$ cat config.mk
export PLATFORM = sky130hd
export DESIGN_NAME = pc_sequencer
export DESIGN_NICKNAME = d
export VERILOG_FILES = /design/src/rtl/pc_sequencer.sv
export SDC_FILE = /design/constraint.sdc
export NUM_CORES = 1
export LEC_CHECK = 0
export ABC_CLOCK_PERIOD_IN_PS = 9450
export BUFFER_PORTS_ARGS = -buffer_cell sky130_fd_sc_hd__buf_2
export CAP_MARGIN = 25
export CORE_MARGIN = 2
export CORE_UTILIZATION = 62
export CTS_CLUSTER_SIZE = 20
export DETAILED_ROUTE_END_ITERATION = 8
export HOLD_SLACK_MARGIN = 0.02
export PLACE_DENSITY_LB_ADDON = 0.3
export SLEW_MARGIN = 25
export SYNTH_ARGS = -nofsm -noshare
export SYNTH_HDL_FRONTEND = slang
export SYNTH_SLANG_ARGS = --single-unit
$ cat constraint.sdc
create_clock -name clk -period 9.45 [get_ports clk]
set_input_delay 1.4175 -clock clk [delete_from_list [all_inputs] [get_ports clk]]
set_output_delay 1.4175 -clock clk [all_outputs]
set_load 0.05 [all_outputs]
$ cat src/rtl/pc_sequencer.sv
// Program counter sequencer: sequential advance, conditional jumps, and call/return
// through a circular return-address stack with sticky overflow/underflow flags.

`ifndef STAGE_PC_UPDATE
`define STAGE_PC_UPDATE 3'd4
`endif
`ifndef INSTR_JUMP
`define INSTR_JUMP 5'd1
`endif
`ifndef INSTR_CALL
`define INSTR_CALL 5'd2
`endif
`ifndef INSTR_RET
`define INSTR_RET 5'd3
`endif

module pc_sequencer #(
  parameter int unsigned       WIDTH        = 32,
  parameter int unsigned       RAS_DEPTH    = 4,
  parameter logic [WIDTH-1:0]  RESET_VECTOR = '0,
  parameter int unsigned       INSTR_BYTES  = 4
) (
  input  logic                           clk,
  input  logic                           rst,
  input  logic [2:0]                     stage,
  input  logic [4:0]                     current_instruction_type,
  input  logic [WIDTH-1:0]               jump_condition,
  input  logic [WIDTH-1:0]               jump_address,
  input  logic                           stall,
  output logic [WIDTH-1:0]               pc,
  output logic                           pc_en,
  output logic [$clog2(RAS_DEPTH):0]     ras_count,
  output logic                           ras_overflow,
  output logic                           ras_underflow
);

  localparam int unsigned PW = $clog2(RAS_DEPTH);
  localparam int unsigned CW = PW + 1;

  logic [WIDTH-1:0] pc_q, pc_d;
  logic [CW-1:0]    cnt_q, cnt_d;
  logic [PW-1:0]    top_q, top_d;
  logic             ovf_q, ovf_d;
  logic             unf_q, unf_d;
  logic             update;
  logic             push;
  logic [WIDTH-1:0] seq_next;
  logic [WIDTH-1:0] ras_mem [RAS_DEPTH];

  assign update   = (stage == `STAGE_PC_UPDATE) && !stall;
  assign seq_next = pc_q + WIDTH'(INSTR_BYTES);

  always_comb begin
    pc_d  = pc_q;
    cnt_d = cnt_q;
    top_d = top_q;
    ovf_d = ovf_q;
    unf_d = unf_q;
    push  = 1'b0;
    if (update) begin
      case (current_instruction_type)
        `INSTR_JUMP: begin
          pc_d = (jump_condition == WIDTH'(1)) ? jump_address : seq_next;
        end
        `INSTR_CALL: begin
          pc_d  = jump_address;
          push  = 1'b1;
          top_d = top_q + PW'(1);
          // When full, the write slot wraps onto the oldest entry.
          if (cnt_q == CW'(RAS_DEPTH)) begin
            ovf_d = 1'b1;
          end else begin
            cnt_d = cnt_q + CW'(1);
          end
        end
        `INSTR_RET: begin
          if (cnt_q != '0) begin
            pc_d  = ras_mem[top_q];
            top_d = top_q - PW'(1);
            cnt_d = cnt_q - CW'(1);
          end else begin
            pc_d  = seq_next;
            unf_d = 1'b1;
          end
        end
        default: begin
          pc_d = seq_next;
        end
      endcase
    end
  end

  always_ff @(posedge clk or negedge rst) begin
    if (!rst) begin
      pc_q  <= RESET_VECTOR;
      cnt_q <= '0;
      top_q <= '0;
      ovf_q <= 1'b0;
      unf_q <= 1'b0;
    end else begin
      pc_q  <= pc_d;
      cnt_q <= cnt_d;
      top_q <= top_d;
      ovf_q <= ovf_d;
      unf_q <= unf_d;
    end
  end

  // Entries are unobservable while the count is zero, so no reset is needed.
  always_ff @(posedge clk) begin
    if (push && rst) begin
      ras_mem[top_d] <= seq_next;
    end
  end

  assign pc            = pc_q;
  assign pc_en         = update;
  assign ras_count     = cnt_q;
  assign ras_overflow  = ovf_q;
  assign ras_underflow = unf_q;

endmodule
==> flow_summary.yaml, run 1 <==
clock_tree:
  cts_resized: 0
  numClockSinks: 167
  hold_buffers: 0
  clockRootBuffer: "clkbuf_16"
  cts_setup_buffers: 0
  path_clk_slew_ns: 0.06
  cts_tree: "done"
  clk_latency_ns: 0.43
  clockBufferDepth: 2
  htree_levels: 4
  cts_made_buffers: 17
drt:
  antenna_left: 0
  drt_wl_total_mm: 18.5
  wl_met3_mm: 1.73
  topRoutingLayerUsed: "met4"
  wire_per_inst_um: 23.3
  wl_met1_mm: 7.28
  drc: 0
  drt-initial-drc-count: 668
  viasPerCell: 6.65
  met2_length_mm: 9.24
  vias: 5294
  dr.pass1.iters: 5
worst_setup_path:
  end_kind: "output pin"
  crit_type: "in2out"
  r2r_end: "ras_mem[3][22]"
  rrSetupSlack_ns: 6.82
  r2r_cells: 6
  cp-endpoint: "pc_en"
  cp.required_ns: 8.03
  worstPathArrival_ns: 2.75
  start_kind: "input port"
  worstReg2RegStart: "pc[2]"
  cp_max_fo: 40
  crit_path_start: "stage[1]"
floorplanning:
  num_io_pins: 113
  die_w_um: 115
  rows: 40
  die_area_um2: 13200
  die_y_um: 115
  initial_core_util: 0.637
  fp.coreArea_um2: 12000
grt:
  grt_pass1_wl_mm: 28.7
  grt_max_degree: 42
  antenna_found_initial: 0
  grt-ovfl-total: 0
  grt_pass1_vias: 5344
  track_usage: 0.299
timing:
  tns_ns: 0
  fmax_ghz: 0.240
  min_period_ns: 4.17
  worstMarginPinSlew_ns: 0.984
  finalSetupViolCount: 0
  finalCritPeriodShare: 0.441
  rsz0062_at_grt: "no"
  slew_violations: 0
  hold_viol_final: 0
  relSlewSlack: 0.342
  hold_ws_ns: 0.500
  skew_ns: 0.00774
layout:
  drive_above_1_share: 0.319
  antenna_cells: 0
  num-fill-cells: 751
  instances_no_fill: 796
  nNetsFinal: 713
  syn_to_final_growth_pct: 16.6
  final_area_um2: 8920
synth:
  syn_nets: 607
  synth_top_cell_area_share: 0.502
  synthAdderAreaFrac: 0.00425
  synth_area_per_cell_um2: 14.4
  synthMuxAreaShare: 0.0955
  synth_top_family_by_area: "simple AND/OR/NAND/NOR gates"
  synth_compound_area_frac: 0.101
  ys_ff_latch: 167
  ys_seq_area_frac: 0.630
  synth-simple-area-share: 0.106
  synth_cells: 530
  synth_top_area_cell: "edfxtp_1"
  ys_types: 57
  synth_top_flop_cell: "edfxtp_1"
  synth-async-reset-ratio: 0.234
  ys_top_cells_by_area: "edfxtp_1 (50%), dfrtp_1 (13%), mux4_2 (9.4%)"
  synth_edf_count: 128
  synthXorXnorAreaFrac: 0.0365
  synth_warnings: 0
  syn-cell-area_um2: 7650
pwr:
  peakVddDrop_mv: 0.271
  p_leak_nw: 3.32
  power.total_mw: 2.06
  power.density_nw_per_um2: 231
worst_hold_path:
  min_from: "ras_underflow"
  holdPathStages: 1
  holdCritPathClass: "reg2reg"
placement:
  dpl.hpwl_mm: 11.3
  io_buffers: 112
  placedCellCount: 764
  placed_area_um2: 8310
  routabilityCongestion: 0.823
job:
  drv_cap: 0
status:
  status: "complete, no violations"
## cell families after synthesis
logic type | after synthesis
flops | 167
simple gates | 149
compound gates | 104
buf+inv | 44
mux | 33
xor+xnor | 31
fa+ha+maj | 2
## cell usage in the layout, fill, tap and decap left out, types with 5 or more instances in the layout
cell       instances
o21ai_0            9
mux4_2            32
a221oi_1          21
nand3_1           15
nor2_1            46
a21oi_1           23
o21ai_1            5
xnor2_1           25
o2bb2ai_1         10
nand4_1           11
a22oi_1           13
buf_4              9
nor4_1             8
inv_1             11
edfxtp_1         128
nand2_1           33
nor3_2             5
clkbuf_16         17
buf_2            111
xor2_1             5
dfrtp_1           38
## synth_stat cells, drive strengths merged, types with 2 or more instances
| cell | n |
|---|---|
| a21o | 5 |
| a21oi | 23 |
| a221oi | 25 |
| a222oi | 2 |
| a22oi | 13 |
| a31oi | 2 |
| and2 | 2 |
| and3 | 4 |
| and4 | 3 |
| buf | 16 |
| clkbuf | 17 |
| dfrtp | 39 |
| edfxtp | 128 |
| inv | 11 |
| mux4 | 32 |
| nand2 | 33 |
| nand3 | 15 |
| nand4 | 14 |
| nor2 | 51 |
| nor3 | 10 |
| nor4 | 10 |
| o211ai | 2 |
| o21ai | 14 |
| o22ai | 2 |
| o2bb2ai | 10 |
| xnor2 | 25 |
| xor2 | 6 |
## registers in the layout, indices dropped and copies added (netlist names)
name,flops
ras_count,3
ras_underflow,1
pc,32
ras_overflow,1
top_q,2
ras_mem,128
## area by class of cell
class                      instances  area, µm²  area share
clock buffer                      21        450      0.0505
clock inverter                    11        151      0.0170
inverter                          11       41.3     0.00463
multi-input combinational        319       2650       0.297
sequential                       167       4820       0.540
tap                              147        184      0.0206
timing repair buffer             120        623      0.0698
## per-stage QoR
stage,worst slack [ns],util
CTS,5.31,0.742
global placement,5.21,0.692
finish,5.28,0.743
global route,5.24,0.743
floorplan,4.33,-
detailed placement,5.07,0.692
## critical path, cell delays in order
cell    delay (ns)
buf_2         0.09
or4b_1        0.52
buf_4         0.30
inv_1         0.14
buf_2         0.27
## worst min path at each step
stage | to | slack [ns]
4_1_cts | ras_underflow | 0.49
3_5_place_dp | ras_underflow | 0.48
6_report | ras_underflow | 0.50
5_1_grt | ras_underflow | 0.50
3_3_place_gp | ras_overflow | 0.47
2_1_floorplan | ras_mem[0][0] | 0.49
## power by group
group,leakage (nW),switching [mW],internal (mW)
registers,1.61,0.0742,0.869
logic,1.43,0.289,0.129
clock network,0.280,0.277,0.423
## metal layers
metal	vias up	global-route usage
met3	20	0.0843
met1	2647	0.399
met4	0	0.0924
met2	329	0.484
li1	2298	-
met5	-	0
(Power assumes the default switching activity.)
==> inputs of run 2 (changes only) <==
- ABC_CLOCK_PERIOD_IN_PS: 9450 -> 4200
- CORE_UTILIZATION: 62 -> 57
- clock period: 9.45 -> 4.2 ns (I/O delays scaled with it)
==> run 2 against run 1 <==
Against the previous run:
- clock-buffer cell count shrank 4
- non-clock buffer count is 6 higher
- sequential share of layout area down 0.58 points
- total power grew 130%
- largest cell class unchanged
- critical path depth unchanged
- wire length is 4.3% higher
- die area is 8.5% higher
- clock skew increased by 0.018 ns
- worst setup slack worse by 3.8 ns
- via count rose by 1.3%
- worst hold slack worse by 0.18 ns
- core utilization is 5.9 points lower
==> flow_summary.yaml, run 2 (same netlist as run 1, synthesis figures left out) <==
pwr:
  power.density_nw_per_um2: 518
  power.internal_mw: 3.19
  p_comb_frac: 0.195
  p_leak_nw: 3.37
  peakVddDrop_mv: 0.346
  switching_power_mw: 1.48
  power_frac_clock: 0.347
  swShare: 0.316
  p_seq_frac: 0.458
layout:
  layout_commonest_cell: "edfxtp_1"
  final_cell_mix: "edfxtp_1 (128), buf_2 (112), nor2_1 (47)"
  num-fill-cells: 915
  instances_no_fill: 831
  syn_to_final_growth_pct: 17.8
  largest-register: "ras_mem"
  nNetsFinal: 719
  final_area_um2: 9020
  drive_above_1_share: 0.328
  largest_register_ffs: 128
  seq_area_um2: 4820
  antenna_cells: 0
  fin_util: 0.684
  multiInputGateArea_um2: 2640
timing:
  fmax_ghz: 0.368
  hold_viol_final: 0
  finalCritPeriodShare: 0.648
  skew_ns: 0.0259
  relSlewSlack: 0.351
  worstMarginPinSlew_ns: 0.971
  finalWorstSetupSlack_ns: 1.48
  rsz0062_at_grt: "no"
  hold_ws_ns: 0.322
  slew_violations: 0
  finalSetupViolCount: 0
  min_period_ns: 2.72
clock_tree:
  cts_made_buffers: 17
  clk_latency_ns: 0.45
  clockRootBuffer: "clkbuf_16"
  clockBufferDepth: 2
  htree_levels: 4
  cts_setup_buffers: 0
  cts_tree: "done"
  numClockSinks: 167
  cts_resized: 0
  hold_buffers: 0
  path_clk_slew_ns: 0.07
placement:
  routabilityCongestion: 0.811
  io_buffers: 112
  dpl.hpwl_mm: 12.4
  placed_area_um2: 8400
  preCtsSetupSlack_ns: 1.36
  placedCellCount: 799
worst_setup_path:
  crit_type: "in2out"
  worstPathArrival_ns: 2.09
  cp_max_fo: 29
  end_kind: "output pin"
  start_kind: "input port"
  cp.required_ns: 3.57
floorplanning:
  num_io_pins: 113
  initial_core_util: 0.580
  die_w_um: 120
  fp.coreArea_um2: 13200
  rows: 42
  die_area_um2: 14400
  die_y_um: 120
drt:
  drc: 0
  antenna_left: 0
  drt_wl_total_mm: 19.3
  drt-initial-drc-count: 625
  dr.pass1.iters: 7
  vias: 5362
  wire_per_inst_um: 23.3
  viasPerCell: 6.45
grt:
  track_usage: 0.285
  grt_pass1_vias: 5332
  grt-ovfl-total: 0
  grt_pass1_wl_mm: 30.1
  grt_max_degree: 40
  antenna_found_initial: 0
status:
  status: "complete, no violations"
worst_hold_path:
  holdCritPathClass: "in2async"
job:
  drv_cap: 0
run 2: metal layers:
metal  share of wire  GRT usage  vias to the layer above
li1                -          -                     2312
met2            0.49      0.453                      345
met5               0          0                        -
met4           0.017     0.0890                        0
met1            0.39      0.397                     2677
met3           0.097     0.0651                       28
run 2: worst max-delay path, cell delays in order:
cell and delay, ns:
buf_2 0.09, or4b_1 0.54, inv_1 0.10, buf_4 0.37, buf_2 0.35
run 2: metrics by stage:
stage | power [mW] | TNS [ns]
after floorplan | 2.79 | -8.20
after global placement | 3.04 | 0
after detailed placement | 3.07 | 0
after CTS | 4.68 | 0
after global routing | 4.84 | 0
final | 4.67 | 0
run 2: power groups by stage:
stage / combinational (mW) / clock [mW] / sequential (mW)
after CTS: 0.907 / 1.64 / 2.13
after global routing: 0.975 / 1.70 / 2.16
after global placement: 0.876 / 0 / 2.16
final: 0.909 / 1.62 / 2.14
after floorplan: 0.437 / 0 / 2.35
after detailed placement: 0.902 / 0 / 2.17
run 2: worst paths after layout:
kind	start	endpoint	slack, ns	depth (start not counted)
max	stage[1]	pc_en	1.48	5
min	rst	pc[29]	0.32	2
max reg2reg	pc[2]	pc[28]	1.63	7
min reg2reg	ras_underflow	ras_underflow	0.49	1
max in group asynchronous	rst	top_q[0]	3.45	2
min in group clk	jump_address[0]	pc[0]	0.47	3
run 2: layout make-up:
type                    instances  area share
repair buffers                126      0.0752
clock inverters                15      0.0210
clock buffers                  17      0.0472
well taps                     176      0.0244
flip-flops and latches        167       0.535
inverters                      11     0.00458
multi-input cells             319       0.293
